File: src/rtl/pwm_pkg.sv
// ============================================================================
// pwm_pkg : shared types, defaults and helpers for the PWM subsystem
// Rev 1.0 : initial release
// ============================================================================
`default_nettype none

package pwm_pkg;

   localparam int PWM_DW = 4;

   typedef enum logic [1:0] {
      ST_IDLE = 2'd0,
      ST_PEND = 2'd1,
      ST_HOLD = 2'd2
   } state_e;

   // LSB position of field idx inside a packed vector of width-bit fields
   function automatic int fld_lsb(input int idx, input int width);
      return idx * width;
   endfunction

endpackage

`default_nettype wire

File: src/rtl/rr_arbiter.sv
// ============================================================================
// rr_arbiter : round-robin arbiter, priority starts at ptr and wraps upward
// Rev 1.0 : initial release
// ============================================================================
`default_nettype none

module rr_arbiter #(
   parameter int NUM_REQ = 4,
   parameter int IDW     = $clog2(NUM_REQ)
) (
   input  logic [NUM_REQ-1:0] req,
   input  logic [IDW-1:0]     ptr,
   input  logic               en,
   output logic [NUM_REQ-1:0] gnt,
   output logic [IDW-1:0]     idx
);

   int   w_pos;
   logic w_found;

   always_comb begin
      gnt     = '0;
      idx     = '0;
      w_pos   = 0;
      w_found = 1'b0;
      for (int k = 0; k < NUM_REQ; k++) begin
         w_pos = int'(ptr) + k;
         if (w_pos >= NUM_REQ) w_pos = w_pos - NUM_REQ;
         if (en && !w_found && req[w_pos]) begin
            gnt[w_pos] = 1'b1;
            idx        = IDW'(w_pos);
            w_found    = 1'b1;
         end
      end
   end

endmodule

`default_nettype wire

File: src/rtl/pwm_cfg_sched.sv
// ============================================================================
// pwm_cfg_sched : arbitrates PWM config requests and commits on period ends
// Rev 1.0 : initial release
// ============================================================================
`default_nettype none

module pwm_cfg_sched
   import pwm_pkg::*;
#(
   parameter int NUM_REQ = 4,
   parameter int DW      = PWM_DW,
   parameter int IDW     = $clog2(NUM_REQ)
) (
   input  logic                  clk,
   input  logic                  reset,
   input  logic [NUM_REQ-1:0]    req_valid,
   input  logic [NUM_REQ*DW-1:0] req_d,
   input  logic [NUM_REQ*DW-1:0] req_w,
   output logic [NUM_REQ-1:0]    req_ready,
   input  logic                  period_end,
   output logic [DW-1:0]         d,
   output logic [DW-1:0]         w,
   output logic                  applied,
   output logic [IDW-1:0]        applied_id,
   output logic                  busy
);

   state_e               r_state;
   state_e               w_nxt;
   logic [IDW-1:0]       r_rr_ptr;
   logic [DW-1:0]        r_sh_d;
   logic [DW-1:0]        r_sh_w;
   logic [IDW-1:0]       r_sh_id;
   logic [NUM_REQ-1:0]   w_gnt;
   logic [IDW-1:0]       w_idx;
   logic                 w_accept;
   logic                 w_commit;
   logic [IDW-1:0]       w_ptr_nxt;
   logic [DW-1:0]        w_win_d;
   logic [DW-1:0]        w_win_w;

   // Grants are suppressed while reset is asserted so req_ready reads 0
   rr_arbiter #(
      .NUM_REQ (NUM_REQ),
      .IDW     (IDW)
   ) u_arb (
      .req (req_valid),
      .ptr (r_rr_ptr),
      .en  ((r_state == ST_IDLE) && reset),
      .gnt (w_gnt),
      .idx (w_idx)
   );

   assign req_ready = w_gnt;
   assign w_accept  = |(w_gnt & req_valid);
   assign w_commit  = (r_state == ST_PEND) && period_end;
   assign w_ptr_nxt = (w_idx == IDW'(NUM_REQ - 1)) ? '0 : w_idx + IDW'(1);
   assign w_win_d   = req_d[fld_lsb(int'(w_idx), DW) +: DW];
   assign w_win_w   = req_w[fld_lsb(int'(w_idx), DW) +: DW];

   always_comb begin
      w_nxt = r_state;
      case (r_state)
         ST_IDLE: if (w_accept)   w_nxt = ST_PEND;
         ST_PEND: if (period_end) w_nxt = ST_HOLD;
         ST_HOLD: if (period_end) w_nxt = ST_IDLE;
         default:                 w_nxt = ST_IDLE;
      endcase
   end

   always_ff @(posedge clk or negedge reset) begin
      if (!reset) begin
         r_state    <= ST_IDLE;
         r_rr_ptr   <= '0;
         r_sh_d     <= '0;
         r_sh_w     <= '0;
         r_sh_id    <= '0;
         d          <= '0;
         w          <= '0;
         applied    <= 1'b0;
         applied_id <= '0;
         busy       <= 1'b0;
      end else begin
         r_state <= w_nxt;
         busy    <= (w_nxt != ST_IDLE);
         applied <= w_commit;
         if (w_accept) begin
            r_sh_d   <= w_win_d;
            r_sh_w   <= w_win_w;
            r_sh_id  <= w_idx;
            r_rr_ptr <= w_ptr_nxt;
         end
         if (w_commit) begin
            d          <= r_sh_d;
            w          <= r_sh_w;
            applied_id <= r_sh_id;
         end
      end
   end

endmodule

`default_nettype wire

File: config.mk
export PLATFORM = sky130hd
export DESIGN_NAME = pwm_cfg_sched
export DESIGN_NICKNAME = d
export VERILOG_FILES = /design/src/rtl/pwm_pkg.sv /design/src/rtl/rr_arbiter.sv /design/src/rtl/pwm_cfg_sched.sv
export SDC_FILE = /design/constraint.sdc
export NUM_CORES = 1
export LEC_CHECK = 0
export ABC_CLOCK_PERIOD_IN_PS = 4300
export CORE_AREA = 2 2 84 78
export DETAILED_ROUTE_END_ITERATION = 16
export DIE_AREA = 0 0 86 80
export DONT_BUFFER_PORTS = 1
export MAX_ROUTING_LAYER = met4
export PLACE_DENSITY = 0.49
export SYNTH_ARGS = -nofsm -noshare
export SYNTH_HDL_FRONTEND = slang
export SYNTH_HIERARCHICAL = 1
export SYNTH_SLANG_ARGS = --single-unit
File: constraint.sdc
create_clock -name clk -period 4.3 [get_ports clk]
set_input_delay 0.645 -clock clk [delete_from_list [all_inputs] [get_ports clk]]
set_output_delay 0.645 -clock clk [all_outputs]
set_load 0.005 [all_outputs]
==> reports/metrics.cfg, run 1 <==
[clock_network]
cts.htree.levels = 1
cts_setup_buffers = 0
cts_tree = done
cts_inserted_buffers = 3
clkSinkCount = 26
clk_pin_slew_worst_paths_ns = 0.08
root_buffer = clkbuf_8
holdBufCountCts = 0
clk_latency_ns = 0.26
postCtsResizedCells = 0
cts_buffer_depth = 2

[routing]
drtAntennaViolNets = 0
detail_route.wl_per_cell_um = 17.90
routed_wl_um = 3777
drc = 0
vias_per_cell = 5.483
drt_first_pass_iters = 4
vias = 1157
drt_iter0_markers = 37

[logic_synthesis]
syn-num-nets = 188
yosysSeqAreaShare = 0.3706
netlist_instances = 141
synth_cell_types = 38
yosys_warnings = 6
syn_avg_cell_area_um2 = 12.45
synth_area_mm2 = 0.001755
synth_seq_cells = 26

[setup_path]
critical-path-slowest-cell = ha_1
start_kind = register
r2r_cells = 9
required_ns = 4.45
cp.depth = 9
crit_buf_inv = 1
cp_cell_sequence = inv_1 -> ha_1 -> mux4_2 -> nand2b_4 -> a211oi_4 -> a221o_1 -> a22oi_1 -> nand2_1 -> mux2_2
endpoint_kind = register
crit_family = multiplexers
path_max_fanout = 14
critPathKind = reg2reg
crit_arrival_ns = 3.44
critPathMaxStageDelay_ns = 0.52

[finish]
drive_gt1_frac = 0.3165
most-common-layout-cells = 26 x dfrtp_1, 23 x mux2_2, 9 x mux4_2
instances_no_fill = 211
antenna_cells = 0
fin_nets = 187
n_fill_cell = 596
area_growth_pct = 5.488
final_common_cell = dfrtp_1

[sta]
worst_slack_ns = 1.014
slew_headroom = 0.3245
skew_ns = 0.002045
hold_viol_final = 0
worst_pin_slew_ns = 1.013
rsz0062_at_grt = false
setup_tns_ns = 0
fin_hold_ws_ns = 0.06431
fin_crit_sh = 0.7642
min_period_ns = 3.286
setup_violations = 0
fmax_ghz = 0.3043
slew_violations = 0

[floorplanning]
num_rows = 27
dieArea_mm2 = 0.006880
core_area_mm2 = 0.005979
ios = 55
die_w_um = 86
die_height_um = 80
initial_core_util = 0.2936

[grt]
grt_max_degree = 28
antenna_found_initial = 0
grt_pass1_wl_um = 5940
grt_use_total = 0.1126
grt_pass1_vias = 1162
grt-ovfl-total = 0

[min_path]
hold_class = in2async

[status]
status = completed

[placement]
place_inst = 207
place_congestion = 0.7227
place_ws_ns = 0.9497
dp_hpwl_um = 2878
io_buffers = 0

[power]
leakage_nw = 0.7598
power_density_mw_per_mm2 = 644.6
peakVddDrop_uv = 191.5
power_w = 0.001194

[flow_run]
maxCapViolCount = 0

final timing paths:
path	from	to	slack, ns
max	r_rr_ptr[1]	r_sh_d[0]	1.01
max in group asynchronous	reset	applied_id[0]	4.16
min reg2reg	r_sh_id[1]	applied_id[1]	0.51
min	reset	d[1]	0.06
min in group clk	r_sh_id[1]	applied_id[1]	0.51
max reg2reg	r_rr_ptr[1]	r_sh_d[0]	1.01
Yosys cell counts (all sizes together):
master,number,area [um^2]
a211oi,1,20.02
a21o,1,7.510
a21oi,8,40.04
a221o,4,40.04
a22oi,2,15.01
a2bb2oi,1,8.760
a311oi,1,8.760
a31oi,1,6.260
buf,8,67.56
clkbuf,1,3.750
dfrtp,26,650.6
ha,8,100.1
inv,6,22.52
mux2,24,274.0
mux2i,4,40.04
mux4,10,229.0
nand2,7,26.28
nand2b,3,28.78
nand3b,5,37.54
nor2,3,11.26
nor2b,2,15.02
nor3,1,5.000
nor3b,2,15.01
o21a,1,7.510
o21ai,5,25.02
o221ai,1,8.760
o2bb2ai,1,8.760
o311ai,1,8.760
o31a,1,8.760
o32ai,1,8.760
or3,1,6.260
cells by family (layout without fill, tap and decap cells):
group,Yosys count,in the layout,synth area share
multiplexers,38,38,0.3093
flip-flops,26,26,0.3706
buffers and inverters,15,13,0.05345
AND/OR/NAND/NOR,24,24,0.08269
adder cells (fa/ha/maj),8,8,0.05702
AO/OA/AOI/OAI,30,30,0.1269
where the power goes:
part | total [W] | switching, W | internal, W
clock | 0.000153 | 0.0000712 | 0.0000817
combinational | 0.000602 | 0.000284 | 0.000318
sequential | 0.000439 | 0.0000767 | 0.000362
through the flow:
step | instance area, um^2 | util
finish | 1852 | 0.3097
global route | 1852 | 0.3097
CTS | 1852 | 0.3097
detailed placement | 1797 | 0.3005
global placement | 1797 | 0.3005
floorplan | 1755 | -
sequential cells by signal (all words and copies together), names as in the netlist:
register	flops
d	4
r_sh_w	4
applied_id	2
w	4
r_state	2
r_sh_id	2
busy	1
r_sh_d	4
applied	1
r_rr_ptr	2
metal layers:
layer	track usage	share of wire
met5	-	0
met4	0.01429	0.0019
met3	0.03309	0.055
met2	0.1775	0.50
met1	0.1482	0.44
area by class of cell:
| cell class | count | area [um^2] | area share |
|---|---|---|---|
| clock buffer | 4 | 55.05 | 0.02973 |
| inverter | 6 | 22.52 | 0.01216 |
| timing repair buffer | 3 | 22.52 | 0.01216 |
| multi-input combinational | 100 | 1011 | 0.5459 |
| sequential | 26 | 650.6 | 0.3514 |
| tap | 72 | 90.09 | 0.04865 |
Power figures use the tool's default switching activity.
==> run 2, diff against run 1 <==
ABC_CLOCK_PERIOD_IN_PS = 2700   (was 4300)
PLACE_DENSITY = 0.5   (was 0.49)
clock period = 2.7 ns   (was 4.3 ns; I/O delays follow)
==> run 2 against run 1 <==
Net effect: first-iteration DRC count rose by 73%; maximum frequency rose by 27%; via count rose by 4.7%; count of clock-buffer cells in the layout did not move; die area did not move; setup slack got worse by 0.91 ns; wire length rose by 5.4%; non-clock buffer count rose by 18; worst hold slack improved by 0.22 ns; sequential share of layout area fell by 4.0 points; total power rose by 84%; critical path type unchanged; largest power group unchanged.
==> reports/metrics.cfg, run 2 (synthesized netlist as in run 1, its figures left out) <==
[status]
status = completed

[setup_path]
start_kind = register
crit_arrival_ns = 2.75
path_max_fanout = 7
critPathKind = reg2reg
critical-path-slowest-cell = mux4_2
endpoint_kind = register
required_ns = 2.86
critPathMaxStageDelay_ns = 0.50
cp_cell_sequence = inv_4 -> ha_4 -> buf_4 -> mux2i_1 -> o21ai_1 -> a21o_1 -> a21oi_2 -> buf_6 -> mux4_2 -> mux2_4

[finish]
seqCellArea_um2 = 653.1
most-common-layout-cells = 24 x dfrtp_1, 15 x buf_4, 14 x mux2_2
multi_input_area_mm2 = 0.001079
finish.utilization = 0.3507
fin_nets = 205
area_growth_pct = 19.46
n_fill_cell = 570
drive_gt1_frac = 0.4522
design_area_mm2 = 0.002097
final_common_cell = dfrtp_1
antenna_cells = 0

[power]
peakVddDrop_uv = 244.6
leakage_nw = 0.8802
swShare = 0.3497
internal_power_w = 0.001431
power_density_mw_per_mm2 = 1049
power.share.combinational = 0.576
p_switching_w = 0.0007696
clockPowerShare = 0.101
pwr-share-seq = 0.323

[routing]
drt_iter0_markers = 64
drc = 0
drtAntennaViolNets = 0
wl_met3_um = 190
wl_met1_um = 1734
routed_wl_um = 3982
vias = 1211
vias_per_cell = 5.288
drt_first_pass_iters = 4
top_layer_used = met4
detail_route.wl_per_cell_um = 17.39
wl_met2_um = 2046

[placement]
dp_hpwl_um = 3039
place_area_mm2 = 0.001971
place_congestion = 0.7148
io_buffers = 0

[clock_network]
cts.htree.levels = 1
clkSinkCount = 26
cts_tree = done
clk_pin_slew_worst_paths_ns = 0.09
cts_buffer_depth = 2
cts_inserted_buffers = 3
clk_latency_ns = 0.27
root_buffer = clkbuf_8

[sta]
worst_pin_slew_ns = 0.6231
min_period_ns = 2.592
rsz0062_at_grt = true
fmax_ghz = 0.3857
slew_headroom = 0.5833
hold_viol_final = 0
setup_violations = 0
fin_crit_sh = 0.9602
skew_ns = 0.003177
slew_violations = 0

[floorplanning]
initial_core_util = 0.2936
dieArea_mm2 = 0.006880
die_height_um = 80
die_w_um = 86
num_rows = 27
ios = 55
core_area_mm2 = 0.005979

[grt]
grt_use_total = 0.1200
grt-ovfl-total = 0
grt_pass1_wl_um = 6437
grt_pass1_vias = 1268
grt_max_degree = 27
antenna_found_initial = 0

[flow_run]
maxCapViolCount = 0

[min_path]
hold_class = in2reg

run 2: cell types whose count changed in the layout (fill, tap and decap cells not counted), sizes merged:
cell / before / now
buf: 3 / 20
dlygate4sd3: 0 / 1
run 2: what timing repair did:
item / in CTS / in global routing
gates resized for setup: 0 / 13
setup endpoints to repair: 4 / 14
hold endpoints to repair: 26 / 0
gates cloned: 0 / 0
buffers inserted: 1 / 1
hold buffers: 2 / 0
pin swaps: 0 / 6
run 2: area by class of cell:
class | instances | area share
multi-input cells | 100 | 0.5143
flip-flops and latches | 26 | 0.3115
repair buffers | 21 | 0.09785
well taps | 72 | 0.04296
clock buffers | 4 | 0.02148
inverters | 6 | 0.01193
run 2: worst max-delay path: cells and delay by family, from the launching register on:
kind	cells	cell delay (ns)
adders and majority gates	1	0.30
AOI/OAI and AO/OA	3	0.45
DFF	1	0.41
muxes	3	0.97
buffers and inverters	3	0.34
run 2: worst paths after layout:
path                       cells past startpoint   startpoint             to  slack [ns]
max in group asynchronous                      2        reset    r_rr_ptr[1]        1.97
max reg2reg                                   10  r_rr_ptr[0]      r_sh_w[1]        0.11
min in group asynchronous                      2        reset  applied_id[0]        0.57
min                                            3   period_end     r_state[1]        0.29
max                                           10  r_rr_ptr[0]      r_sh_w[1]        0.11
min reg2reg                                    1   r_sh_id[1]     r_sh_id[1]        0.51
run 2: metrics by stage:
stage | hold WS [ns] | setup slack (ns) | setup TNS [ns] | total power [W] | std cells
2_1_floorplan | 0.1094 | -0.1054 | -0.8402 | 0.001608 | 141
3_3_place_gp | 0.1102 | 0.01363 | 0 | 0.001896 | 221
3_5_place_dp | 0.1103 | 0.01032 | 0 | 0.001918 | 221
4_1_cts | 0.2819 | 0.02085 | 0 | 0.002168 | 228
5_1_grt | 0.2992 | -0.01750 | -0.08032 | 0.002363 | 229
6_report | 0.2874 | 0.1075 | 0 | 0.002200 | 229
run 2: routing by layer:
layer / GRT usage / vias to the layer above
li1: - / 567
met1: 0.1566 / 608
met2: 0.1977 / 34
met3: 0.02999 / 2
met4: 0.009524 / 0
met5: - / -
run 2: power by group through the flow:
stage          combinational [W]  sequential, W  clock (W)
2_1_floorplan           0.000913       0.000694          0
3_3_place_gp             0.00118       0.000715          0
3_5_place_dp             0.00119       0.000724          0
4_1_cts                  0.00122       0.000715   0.000230
5_1_grt                  0.00138       0.000737   0.000244
6_report                 0.00127       0.000711   0.000222
